[src/rtl/sst_pkg.sv]
// Shared types for the save-state sequencer.
// State encoding, transfer mode and default slot count.
package sst_pkg;

  typedef enum logic [2:0] {
    IDLE,
    ENTER,
    S_RD,
    S_WR,
    L_RD,
    L_WR,
    EXIT
  } sst_state_t;

  typedef enum logic {
    SAVE,
    LOAD
  } sst_mode_t;

  localparam int SST_AW_DEF = 6;
  localparam int SST_SLOTS  = 2 ** SST_AW_DEF;

endpackage

[src/rtl/sst_hold_timer.sv]
// Phase hold timer for the save-state sequencer.
// Counts 0..HOLD-1 while enabled; restarted on every phase entry.
module sst_hold_timer #(
  parameter int HOLD = 8
) (
  input  logic clk,
  input  logic reset_n,
  input  logic start_i,
  input  logic en_i,
  output logic expire_o
);

  localparam int W = (HOLD > 1) ? $clog2(HOLD) : 1;

  logic [W-1:0] cnt_q;

  assign expire_o = en_i && (cnt_q == W'(HOLD - 1));

  always_ff @(posedge clk or negedge reset_n) begin
    if (!reset_n) begin
      cnt_q <= '0;
    end else if (start_i) begin
      cnt_q <= '0;
    end else if (en_i && !expire_o) begin
      cnt_q <= cnt_q + 1'b1;
    end
  end

endmodule

[src/rtl/sst_sequencer.sv]
// Save-state initiator: freezes the mapper and moves every sst slot
// between the mapper and the state memory.
module sst_sequencer
  import sst_pkg::*;
#(
  parameter int SST_AW   = 6,
  parameter int MEM_AW   = 10,
  parameter int MEM_BASE = 0,
  parameter int HOLD     = 8
) (
  input  logic              clk,
  input  logic              reset_n,
  input  logic              start_save,
  input  logic              start_load,
  input  logic              abort,
  output logic              busy,
  output logic              done,
  output logic              sst_enable,
  output logic              sst_we,
  output logic [SST_AW-1:0] sst_addr,
  output logic [7:0]        sst_data_out,
  input  logic [7:0]        sst_data_in,
  output logic              mem_req,
  output logic              mem_we,
  output logic [MEM_AW-1:0] mem_addr,
  output logic [7:0]        mem_wdata,
  input  logic [7:0]        mem_rdata,
  input  logic              mem_ack
);

  localparam logic [SST_AW-1:0] LAST = '1;

  sst_state_t        state_q, state_d;
  sst_mode_t         mode_q, mode_d;
  logic [SST_AW-1:0] cnt_q, cnt_d;
  logic [7:0]        data_q, data_d;
  logic              abort_q, abort_d;
  logic              done_q, done_d;
  logic              slot_done;
  logic              tmr_start, tmr_en, expire;
  logic              in_slot;

  assign tmr_start = (state_d != state_q);
  assign tmr_en    = state_q inside {ENTER, S_RD, L_WR, EXIT};

  sst_hold_timer #(
    .HOLD(HOLD)
  ) u_timer (
    .clk     (clk),
    .reset_n (reset_n),
    .start_i (tmr_start),
    .en_i    (tmr_en),
    .expire_o(expire)
  );

  always_comb begin
    state_d   = state_q;
    mode_d    = mode_q;
    cnt_d     = cnt_q;
    data_d    = data_q;
    abort_d   = abort_q | abort;
    done_d    = 1'b0;
    slot_done = 1'b0;
    unique case (state_q)
      IDLE: begin
        abort_d = 1'b0;
        cnt_d   = '0;
        if (start_save) begin
          state_d = ENTER;
          mode_d  = SAVE;
        end else if (start_load) begin
          state_d = ENTER;
          mode_d  = LOAD;
        end
      end
      ENTER: if (expire) state_d = (mode_q == SAVE) ? S_RD : L_RD;
      S_RD: if (expire) begin
        data_d  = sst_data_in;
        state_d = S_WR;
      end
      S_WR: slot_done = mem_ack;
      L_RD: if (mem_ack) begin
        data_d  = mem_rdata;
        state_d = L_WR;
      end
      L_WR: slot_done = expire;
      EXIT: if (expire) begin
        state_d = IDLE;
        done_d  = 1'b1;
      end
      default: state_d = IDLE;
    endcase
    // abort_d already folds in this cycle's abort
    if (slot_done) begin
      if (cnt_q == LAST || abort_d) begin
        state_d = EXIT;
      end else begin
        cnt_d   = cnt_q + 1'b1;
        state_d = (mode_q == SAVE) ? S_RD : L_RD;
      end
    end
  end

  always_ff @(posedge clk or negedge reset_n) begin
    if (!reset_n) begin
      state_q <= IDLE;
      mode_q  <= SAVE;
      cnt_q   <= '0;
      data_q  <= '0;
      abort_q <= 1'b0;
      done_q  <= 1'b0;
    end else begin
      state_q <= state_d;
      mode_q  <= mode_d;
      cnt_q   <= cnt_d;
      data_q  <= data_d;
      abort_q <= abort_d;
      done_q  <= done_d;
    end
  end

  assign in_slot      = state_q inside {S_RD, S_WR, L_RD, L_WR};
  assign busy         = (state_q != IDLE);
  assign done         = done_q;
  assign sst_enable   = busy;
  assign sst_we       = (state_q == L_WR);
  assign sst_addr     = in_slot ? cnt_q : '0;
  assign sst_data_out = sst_we ? data_q : '0;
  assign mem_req      = (state_q == S_WR) || (state_q == L_RD);
  assign mem_we       = (state_q == S_WR);
  assign mem_addr     = mem_req ? MEM_AW'(MEM_BASE) + MEM_AW'(cnt_q) : '0;
  assign mem_wdata    = mem_we ? data_q : '0;

endmodule

[config.mk]
export PLATFORM = sky130hd
export DESIGN_NAME = sst_sequencer
export DESIGN_NICKNAME = d
export VERILOG_FILES = /design/src/rtl/sst_pkg.sv /design/src/rtl/sst_hold_timer.sv /design/src/rtl/sst_sequencer.sv
export SDC_FILE = /design/constraint.sdc
export NUM_CORES = 1
export LEC_CHECK = 0
export ABC_AREA = 1
export CAP_MARGIN = 10
export CORE_MARGIN = 2
export CORE_UTILIZATION = 48
export CTS_CLUSTER_SIZE = 28
export DETAILED_ROUTE_END_ITERATION = 16
export PLACE_DENSITY = 0.9
export SLEW_MARGIN = 20
export SYNTH_ARGS = -nofsm -noshare
export SYNTH_HDL_FRONTEND = slang
export SYNTH_SLANG_ARGS = --single-unit
[constraint.sdc]
create_clock -name clk -period 3.5 [get_ports clk]
set_clock_uncertainty 0.15 [all_clocks]
set_input_delay 0.7 -clock clk [delete_from_list [all_inputs] [get_ports clk]]
set_output_delay 0.7 -clock clk [all_outputs]
set_load 0.05 [all_outputs]
==> impl_table.tex <==
\begin{tabular}{lr}
\hline
Metric & Value \\
\hline
\multicolumn{2}{l}{\textbf{Pwr}} \\
Maximum vdd ir drop & about 270 uV \\
Switching power share of the total & 0.515 \\
NetSw & 695 uW \\
Power per cell area & 606 nW/um\^{}2 \\
Clock share of power & 0.096 \\
Cell internal power dissipation & 654 uW \\
Relative contribution of sequential cells to total power & 0.306 \\
Comb power frac & 0.598 \\
P\_leak & 1.12 nW \\
\multicolumn{2}{l}{\textbf{Global route}} \\
Combined global-route utilization of all metal layers & 0.220 \\
First-pass GRT wire length & 6950 microns \\
Total gr overflow & 0 \\
Number of antenna violations at the first check in global routing & 0 \\
Number of global-route vias before repair & 1,563 \\
Pin count of the biggest net entering global routing & 24 \\
\multicolumn{2}{l}{\textbf{Clock tree}} \\
Clock input transition at the sequential cells of the worst setup and hold paths & 130 ps \\
CTS tree & built \\
Number of buffers inserted to repair setup after CTS & 0 \\
Clock tree sinks & 23 \\
CTS root buffer & clkbuf\_4 \\
Source-to-sink clock delay at the later pin of the worst-skew pair & 320 ps \\
Clock buffers created by TritonCTS & 3 \\
Hold buffer count at CTS & 0 \\
Maximum level of the CTS H-tree & 1 \\
Post-cts repair resize count & 0 \\
Maximum count of clock buffers along a single path & 2 \\
\multicolumn{2}{l}{\textbf{Job}} \\
Max-cap violation count & 0 \\
\multicolumn{2}{l}{\textbf{Die}} \\
Count of standard-cell rows & 21 \\
Vertical extent of the die & 62.6 microns \\
I/O pin count & 60 \\
Core Region & 3310 sq um \\
Effective utilization at floorplan & 0.498 \\
Die Footprint & 3920 sq um \\
Die X & 62.6 microns \\
\multicolumn{2}{l}{\textbf{Routing}} \\
Total Routed Length & 4000 microns \\
Final routed DRC violation total & 0 \\
Number of nets still failing antenna checks after routing & 0 \\
Vias per std cell & 4.81 \\
Drt initial violations & between 80 and 90 \\
Router iterations before antenna repair & 4 \\
Detailed-route wire length per cell & 11.7 microns \\
Total number of vias & about 1,600 \\
\multicolumn{2}{l}{\textbf{Setup path}} \\
WP data arrival & 2430 ps \\
Critical path startpoint & state\_q[0] \\
Endpoint of the worst setup timing path & mem\_addr[5] \\
Critical path peak fanout & 7 \\
Critical path capture point type & output pin \\
Crit path kind & reg2out \\
Data required time of the worst path & $\sim$2700 ps \\
R2R Path Start & state\_q[0] \\
Worst reg2reg path endpoint & u\_timer.cnt\_q[1] \\
FF-to-FF setup slack & 1060 ps \\
Number of cells on the worst reg-to-reg path & 15 \\
Startpoint kind of the worst setup timing path & flop \\
\multicolumn{2}{l}{\textbf{Synthesis}} \\
Number of distinct library cells after synthesis & 29 \\
Synthesized flop and latch total & 23 \\
Netlist area before placement & 1650 sq um \\
Yosys warning total & 0 \\
Mapped Avg Cell Area & 6.85 sq um \\
Gate count after technology mapping & between 200 and 250 \\
Fraction of the yosys area taken by sequential cells & 0.349 \\
\multicolumn{2}{l}{\textbf{STA}} \\
Hold violation total from the final report & 0 \\
Total negative setup slack & 0 ps \\
Time the final worst path needs with I/O delays and setup & 3280 ps \\
Setup-failing EPs final & 0 \\
Slew @ Worst Pin & between 900 and 1000 ps \\
Fmax & 305 MHz \\
Slew HR & 0.388 \\
Worst path setup slack after routing & $\sim$220 ps \\
Unrepaired setup endpoints after global routing & false \\
Pins Over Slew Limit & 0 \\
Final cycle utilization of the critical path & 0.937 \\
\multicolumn{2}{l}{\textbf{Placement}} \\
Input/output buffers & 55 \\
RD Place Congestion & 0.896 \\
Worst setup slack before clock tree synthesis & roughly 600 ps \\
HPWL after DPL & 3210 microns \\
\multicolumn{2}{l}{\textbf{Final layout}} \\
Fill cell count & 308 \\
Most common cell after layout, fill and taps aside & nand2\_1 \\
Most frequent cells in the layout & nand2\_1, nor2\_1, clkdlybuf4s50\_1, inv\_1, dfrtp\_1 \\
Ant diodes & 0 \\
Layout Utilization & 0.672 \\
Share of layout cells above drive strength 1 & 0.0912 \\
Number of nets in the final layout & 326 \\
Area growth from synthesis to layout & 34.9\% \\
\multicolumn{2}{l}{\textbf{Hold path}} \\
Hold path startpoint & abort\_q \\
Hold Path Class & reg2reg \\
\multicolumn{2}{l}{\textbf{Run status}} \\
Status & finished, final reports clean \\
\hline
\end{tabular}
==> layout make-up <==
class	instances	area, sq um	area share
sequential	23	576	0.259
timing repair buffer	57	551	0.247
multi-input combinational	174	871	0.391
inverter	38	145	0.0652
clock buffer	4	26.3	0.0118
tap	46	57.6	0.0259
==> power groups by stage <==
stage               sequential, mW  combinational [mW]  clock, mW
global route                 0.423               0.903      0.142
global placement             0.414               0.792          0
finish                       0.413               0.807      0.129
detailed placement           0.419               0.808          0
floorplan                    0.392               0.637          0
CTS                          0.413               0.810      0.132
==> worst min-delay path by stage <==
stage	slack, ps	cells after the start	endpoint
2_1_floorplan	250	0	abort_q
3_3_place_gp	310	2	abort_q
3_5_place_dp	320	2	abort_q
4_1_cts	350	2	abort_q
5_1_grt	380	2	abort_q
6_report	350	2	abort_q
==> sequential cells by signal, indices dropped and copies added (netlist names) <==
| name | count |
|---|---|
| data_q | 8 |
| cnt_q | 6 |
| state_q | 3 |
| u_timer.cnt_q | 3 |
| abort_q | 1 |
| done | 1 |
| mode_q | 1 |
==> critical path: stages, from the launching register on <==
cell	delay (ps)
dfrtp_1	470
inv_1	180
ha_1	220
nand2_1	80
nand2_1	130
inv_1	110
nor2_1	100
clkdlybuf4s50_1	800
==> logic make-up after synthesis <==
logic type / Yosys count / share of synthesized area
flip-flops: 23 / 0.349
multiplexers: 2 / 0.0121
AND/OR/NAND/NOR: 137 / 0.353
AO/OA/AOI/OAI: 23 / 0.0948
adder cells (fa/ha/maj): 7 / 0.0531
buffers and inverters: 47 / 0.130
other: 1 / 0.00227
XOR/XNOR: 1 / 0.00531
==> layer usage <==
| layer | vias up | share of wire | global-route usage |
|---|---|---|---|
| li1 | 849 | - | - |
| met1 | 760 | 0.42 | 0.270 |
| met2 | 31 | 0.54 | 0.407 |
| met3 | 4 | 0.030 | 0.0270 |
| met4 | 0 | 0.011 | 0.0500 |
| met5 | - | 0 | 0 |
==> synth_stat cells (all sizes together) <==
| cell type | count | area, sq um |
|---|---|---|
| nand2 | 65 | 273 |
| nor2 | 53 | 209 |
| inv | 38 | 145 |
| dfrtp | 23 | 576 |
| nand3 | 15 | 75.1 |
| buf | 9 | 70.1 |
| a31oi | 8 | 50.1 |
| a21oi | 7 | 46.3 |
| ha | 7 | 87.6 |
| o21ai | 5 | 28.8 |
| nor3 | 3 | 20.0 |
| mux2i | 2 | 20.0 |
| a22oi | 1 | 7.51 |
| conb | 1 | 3.75 |
| nand4 | 1 | 6.26 |
| o31ai | 1 | 7.51 |
| o32ai | 1 | 16.3 |
| xor2 | 1 | 8.76 |
==> through the flow <==
stage	instances	hold slack (ps)	total power, mW	instance area [sq um]
after floorplan	244	254	1.03	1660
after global placement	338	312	1.21	2200
after detailed placement	338	324	1.23	2200
after CTS	342	355	1.35	2230
after global routing	342	381	1.47	2230
final	342	348	1.35	2230
No activity file was read; power rests on OpenSTA's default activity.
